[src/rtl/abv_stream_demux.sv]
`default_nettype none
// ============================================================================
// Module      : abv_stream_demux
// Description : 1-to-2 valid/ready stream demultiplexer. A per-beat select
//               bit steers each input beat into a one-entry registered
//               buffer on out0 or out1. Each output keeps a saturating
//               count of completed transfers.
//               Optional macro ABV_STREAM_DEMUX_CHECKS_EN compiles in the
//               immediate assertions and the sticky X-detect flag x_err.
// Revision    : 1.0 - initial release
// ============================================================================
module abv_stream_demux #(
   parameter int DW = 8,
   parameter int CW = 8
) (
   input  logic          clk,
   input  logic          rst_n,
   input  logic          in_valid,
   output logic          in_ready,
   input  logic          in_sel,
   input  logic [DW-1:0] in_data,
   output logic          out0_valid,
   input  logic          out0_ready,
   output logic [DW-1:0] out0_data,
   output logic          out1_valid,
   input  logic          out1_ready,
   output logic [DW-1:0] out1_data,
   output logic [CW-1:0] xfer_cnt0,
   output logic [CW-1:0] xfer_cnt1,
   output logic          x_err
);

   localparam logic [CW-1:0] C_CNT_MAX = {CW{1'b1}};

   // Buffer state: the valid bit is the whole EMPTY/FULL state per output.
   logic          out0_valid_q, out0_valid_d;
   logic          out1_valid_q, out1_valid_d;
   logic [DW-1:0] out0_data_q,  out0_data_d;
   logic [DW-1:0] out1_data_q,  out1_data_d;
   logic [CW-1:0] xfer_cnt0_q,  xfer_cnt0_d;
   logic [CW-1:0] xfer_cnt1_q,  xfer_cnt1_d;

   logic w_sel_ok;
   logic w_load0, w_load1;
   logic w_drain0, w_drain1;

`ifdef ABV_STREAM_DEMUX_CHECKS_EN
   // An unknown select must never steer a beat anywhere.
   assign w_sel_ok = (in_sel === 1'b0) || (in_sel === 1'b1);
`else
   assign w_sel_ok = 1'b1;
`endif

   // Ready follows the buffer the current beat is aimed at; a FULL buffer
   // can still accept when it is draining in the same cycle.
   always_comb begin
      in_ready = 1'b0;
      if (w_sel_ok) begin
         in_ready = in_sel ? (!out1_valid_q || out1_ready)
                           : (!out0_valid_q || out0_ready);
      end
   end

   assign w_load0  = in_valid && in_ready && w_sel_ok && !in_sel;
   assign w_load1  = in_valid && in_ready && w_sel_ok &&  in_sel;
   assign w_drain0 = out0_valid_q && out0_ready;
   assign w_drain1 = out1_valid_q && out1_ready;

   // Next-state for both buffers and counters; load wins over drain.
   always_comb begin
      out0_valid_d = out0_valid_q;
      out1_valid_d = out1_valid_q;
      out0_data_d  = out0_data_q;
      out1_data_d  = out1_data_q;
      xfer_cnt0_d  = xfer_cnt0_q;
      xfer_cnt1_d  = xfer_cnt1_q;

      if (w_load0) begin
         out0_valid_d = 1'b1;
         out0_data_d  = in_data;
      end else if (w_drain0) begin
         out0_valid_d = 1'b0;
      end

      if (w_load1) begin
         out1_valid_d = 1'b1;
         out1_data_d  = in_data;
      end else if (w_drain1) begin
         out1_valid_d = 1'b0;
      end

      if (w_drain0 && (xfer_cnt0_q != C_CNT_MAX)) begin
         xfer_cnt0_d = xfer_cnt0_q + 1'b1;
      end
      if (w_drain1 && (xfer_cnt1_q != C_CNT_MAX)) begin
         xfer_cnt1_d = xfer_cnt1_q + 1'b1;
      end
   end

   // State registers; reset drops any beat in flight.
   always_ff @(posedge clk or negedge rst_n) begin
      if (!rst_n) begin
         out0_valid_q <= 1'b0;
         out1_valid_q <= 1'b0;
         out0_data_q  <= '0;
         out1_data_q  <= '0;
         xfer_cnt0_q  <= '0;
         xfer_cnt1_q  <= '0;
      end else begin
         out0_valid_q <= out0_valid_d;
         out1_valid_q <= out1_valid_d;
         out0_data_q  <= out0_data_d;
         out1_data_q  <= out1_data_d;
         xfer_cnt0_q  <= xfer_cnt0_d;
         xfer_cnt1_q  <= xfer_cnt1_d;
      end
   end

   assign out0_valid = out0_valid_q;
   assign out1_valid = out1_valid_q;
   assign out0_data  = out0_data_q;
   assign out1_data  = out1_data_q;
   assign xfer_cnt0  = xfer_cnt0_q;
   assign xfer_cnt1  = xfer_cnt1_q;

`ifdef ABV_STREAM_DEMUX_CHECKS_EN
   logic          x_err_q;
   logic          stall0_q, stall1_q;
   logic [DW-1:0] prev_data0_q, prev_data1_q;
   logic [CW-1:0] prev_cnt0_q, prev_cnt1_q;

   // Sticky X flag: any unknown on a valid beat's control or payload.
   always_ff @(posedge clk or negedge rst_n) begin
      if (!rst_n) begin
         x_err_q <= 1'b0;
      end else if (in_valid && ((^in_sel === 1'bx) || (^in_data === 1'bx))) begin
         x_err_q <= 1'b1;
      end
   end

   assign x_err = x_err_q;

   // Protocol checks: X on valid beats, stall stability, monotonic counters.
   always_ff @(posedge clk or negedge rst_n) begin
      if (!rst_n) begin
         stall0_q     <= 1'b0;
         stall1_q     <= 1'b0;
         prev_data0_q <= '0;
         prev_data1_q <= '0;
         prev_cnt0_q  <= '0;
         prev_cnt1_q  <= '0;
      end else begin
         if (in_valid) begin
            a_sel_known : assert (^in_sel !== 1'bx)
               else $error("abv_stream_demux: in_sel is X/Z while in_valid");
            a_data_known : assert (^in_data !== 1'bx)
               else $error("abv_stream_demux: in_data is X/Z while in_valid");
         end
         if (stall0_q) begin
            a_stall0 : assert (out0_valid_q && (out0_data_q == prev_data0_q))
               else $error("abv_stream_demux: out0 changed during stall");
         end
         if (stall1_q) begin
            a_stall1 : assert (out1_valid_q && (out1_data_q == prev_data1_q))
               else $error("abv_stream_demux: out1 changed during stall");
         end
         a_cnt0_mono : assert (xfer_cnt0_q >= prev_cnt0_q)
            else $error("abv_stream_demux: xfer_cnt0 decremented");
         a_cnt1_mono : assert (xfer_cnt1_q >= prev_cnt1_q)
            else $error("abv_stream_demux: xfer_cnt1 decremented");
         stall0_q     <= out0_valid_q && !out0_ready;
         stall1_q     <= out1_valid_q && !out1_ready;
         prev_data0_q <= out0_data_q;
         prev_data1_q <= out1_data_q;
         prev_cnt0_q  <= xfer_cnt0_q;
         prev_cnt1_q  <= xfer_cnt1_q;
      end
   end
`else
   assign x_err = 1'b0;
`endif

endmodule
`default_nettype wire

[config.mk]
export PLATFORM = sky130hd
export DESIGN_NAME = abv_stream_demux
export DESIGN_NICKNAME = d
export VERILOG_FILES = /design/src/rtl/abv_stream_demux.sv
export SDC_FILE = /design/constraint.sdc
export NUM_CORES = 1
export LEC_CHECK = 0
export BUFFER_PORTS_ARGS = -buffer_cell sky130_fd_sc_hd__buf_2
export CORE_MARGIN = 10
export CORE_UTILIZATION = 44
export CTS_CLUSTER_DIAMETER = 150
export DETAILED_ROUTE_END_ITERATION = 7
export PLACE_DENSITY = 0.78
export SETUP_SLACK_MARGIN = 0.5
export SYNTH_ARGS = -nofsm -noshare
export SYNTH_HDL_FRONTEND = slang
export SYNTH_SLANG_ARGS = --single-unit
export TNS_END_PERCENT = 1
[constraint.sdc]
create_clock -name clk -period 1.5 [get_ports clk]
set_input_delay 0.225 -clock clk [delete_from_list [all_inputs] [get_ports clk]]
set_output_delay 0.225 -clock clk [all_outputs]
set_load 0.005 [all_outputs]
==> results.cfg <==
[clocking]
cts_buffer_depth = 2
cts_max_level = 2
tritoncts = yes
numClockSinks = 34
tritoncts.num_buffers = 5
clk_pin_slew_ps = 110
clock_insertion_delay_worst_skew_ps = 320
cts_root_buffer = clkbuf_4

[grt]
grt_start_max_net_pins = 35
grt_pass1_wl_um = 5990
grt-ovfl-total = 0
grt_pass1_vias = 1247
antenna_violations_before_repair = 0
gr-usage-all-layers = 0.122

[status]
outcome = finished with violations
violated_checks = negative hold slack

[yosys]
synth_flop_cell = dfrtp_1
synth_area_um2 = 1490
basic_gate_share_of_the_synthesized_area_counting_and_or_nand_and_nor_cells = 0.152
synth_compound_area_frac = 0.0455
synth_fa_ha_area_frac = 0.0168
ys_seq_area_frac = 0.572
mux_cell_area_share_after_synthesis = 0.158
yosysWarningCount = 0
synth.lib_cells_used.distinct = 28
post_synth_inst_count = 120
syn-mean-instance-area_um2 = 12.4
synth-edff-count = 0
synth_seq_cells = 34
synth.net_count = 136
post_synth_xor_area_fraction = 0.0412
synthArstFlopShare = 1.00
largest_family_of_logic_cells_by_synthesized_area = multiplexers

[timing]
hold-worst-slack_ps = -43.6
final_number_of_setup_violating_endpoints = 0
worst_clock_skew_ps = 8.79
slew_violations = 0
final_period_minus_worst_setup_slack_ps = 1390
setup-tns-final_ps = 0
layout_worst_path_cycle_share = 0.926
slew_hr = 0.503
hold_viol = 34
maxClockFrequency_mhz = 720
worst_pin_slew_ps = 746
rsz0062_at_grt = true

[die]
rows = 21
floorplan.initialDensity = 0.449
core-area_um2 = 3310
floorplan.die.height_um = 78.1
floorplan.die_area_um2 = 6100
ioPinCount = 50
x_dimension_of_the_die_um = 78.1

[placed_design]
io_buffer_count = 48
post-place-cells = 216
routabilityCongestion = 0.758
detailed_place_hpwl_um = 2630

[power_and_ir_drop]
total_power_mw = 3.13
power.leakage_nw = 0.966
combinationalPowerShare = 0.280
power_frac_seq = 0.444
worst_ir_drop_vdd_v = 0.000745
power-per-cell-area_nw_per_um2 = 1520
p_sw_mw = 0.909
swShare = 0.290
cell_internal_pwr_mw = 2.22
clk_pwr_share = 0.276

[critical_path]
critical-path-slowest-cell = dfrtp_2
worstSetupPathType = flip-flop to output pin
endpoint_kind = output pin
timing.critical_path.arrival_ps = 1160
crit_fanout = 3
crit-reg2reg-capture = xfer_cnt0[7]$_DFFE_PN0P_
critical_path.cell_chain = nand2b_4 > mux2_4 > buf_6
crit-reg2reg-launch = out0_valid$_DFFE_PN0P_
regToRegSetupSlack_ps = 120
timing.critical_path.required_ps = 1270
worst-r2r-cell-count = 5
timing.critical_path.slowest_cell_delay_ps = 400
critical_path.startpoint_type = flip-flop

[route]
drt_first_pass_iters = 4
drt_iter0_markers = 34
vias = 1162
routedWlPerCell_um = 15.2
ant_nets = 0
remaining_drc_errors = 0
wl_um = 3530
detail_route.vias_per_cell = 5.01

[min_path]
worstHoldPathType = input port to asynchronous set/reset pin

[job]
drv.max_cap_violation_count = 0

[finish]
nNetsFinal = 201
areaGrowthSynthToFinish_pct = 38.3
post_layout_nonfiller_instances = 232
fraction_of_final_layout_cells_with_drive_strength_greater_than_1 = 0.548
n_antenna_cell = 0
==> critical path: cells and delay by family, from the launching register on <==
family | cells | cell delay (ps)
DFF | 1 | 400
and+or+nand+nor | 1 | 60
muxes | 1 | 280
buffers and inverters | 1 | 120
==> cell usage in the layout (no fill, tap or decap), types with 2 or more instances in the layout <==
cell type	instances
a21oi_1	2
a31oi_1	4
and4_1	2
buf_2	47
buf_4	11
bufinv_16	2
clkbuf_4	5
dfrtp_1	30
dfrtp_2	4
ha_2	2
mux2_2	18
mux2_4	2
nand2_1	10
nand2b_4	2
nand3_1	7
nand3_4	2
nand4_1	3
nor2_1	3
nor3_1	3
nor4_1	2
o21a_1	2
o21ai_0	2
xnor2_1	6
==> stage by stage <==
step	setup slack [ps]	util	instance area (um^2)
after floorplan	124	-	1520
after global routing	44.1	0.621	2060
after global placement	124	0.559	1850
final	111	0.621	2060
after detailed placement	55.3	0.559	1850
after CTS	83.1	0.614	2030
==> power by group through the flow <==
stage / Combinational, mW / Sequential, mW / Clock, mW
final: 0.877 / 1.39 / 0.865
after global routing: 0.976 / 1.43 / 0.944
after CTS: 0.855 / 1.38 / 0.891
after detailed placement: 0.767 / 1.40 / 0
after global placement: 0.751 / 1.38 / 0
after floorplan: 0.359 / 1.40 / 0
==> Yosys cell counts (2+ instances only) <==
library cell,count,share of area
dfrtp_1,34,0.57
mux2_2,20,0.15
nand2_1,10,0.025
nand3_1,9,0.030
xnor2_1,6,0.035
a31oi_1,4,0.017
nor2_1,4,0.010
nand2b_1,3,0.013
nand4_1,3,0.013
nor3_1,3,0.010
a21oi_1,2,0.0067
and4_1,2,0.012
ha_1,2,0.017
nor4_1,2,0.0084
o21a_1,2,0.010
o21ai_0,2,0.0067
==> worst max-delay path by stage <==
stage | cells past startpoint | start | end | slack (ps)
detailed placement | 5 | xfer_cnt0[0]$_DFFE_PN0P_ | xfer_cnt0[1]$_DFFE_PN0P_ | 60
global placement | 5 | xfer_cnt0[0]$_DFFE_PN0P_ | xfer_cnt0[1]$_DFFE_PN0P_ | 120
finish | 3 | out0_valid$_DFFE_PN0P_ | in_ready | 110
CTS | 3 | out0_valid$_DFFE_PN0P_ | in_ready | 80
floorplan | 5 | xfer_cnt0[0]$_DFFE_PN0P_ | xfer_cnt0[1]$_DFFE_PN0P_ | 120
global route | 3 | out0_valid$_DFFE_PN0P_ | in_ready | 40
==> metal layers <==
layer,up-vias,wire length (um),share of wire,GRT usage
met4,0,36,0.010,0.0591
met1,564,1360,0.39,0.126
met3,2,213,0.060,0.0444
li1,567,-,-,-
met5,-,0,0,0
met2,29,1920,0.54,0.214
==> cells by family (layout without fill, tap and decap cells) <==
kind of cell | count (synthesis) | count (layout)
AO/OA/AOI/OAI | 11 | 11
XOR/XNOR | 7 | 7
adder cells (fa/ha/maj) | 2 | 2
buffers and inverters | 3 | 69
flip-flops | 34 | 34
multiplexers | 21 | 21
other | 1 | 1
AND/OR/NAND/NOR | 41 | 41
==> registers in the layout (all words and copies together), names as in the netlist <==
signal and count:
out1_data 8, xfer_cnt1 8, out0_data 8, out0_valid 1, xfer_cnt0 8, out1_valid 1
==> repair_timing <==
| item | CTS | global route |
|---|---|---|
| resized for setup | 3 | 6 |
| buffers inserted | 7 | 1 |
| pin swaps | 1 | 1 |
| setup endpoints to repair | 67 | 67 |
| endpoints found under the hold margin | 34 | 21 |
==> area by class of cell <==
type,instances,area [um^2]
fillers,287,1250
flip-flops and latches,34,856
multi-input cells,83,678
repair buffers,60,349
clock inverters,2,60.1
well taps,46,57.6
clock buffers,6,51.3
inverters,1,3.75
Power figures use the tool's default switching activity.
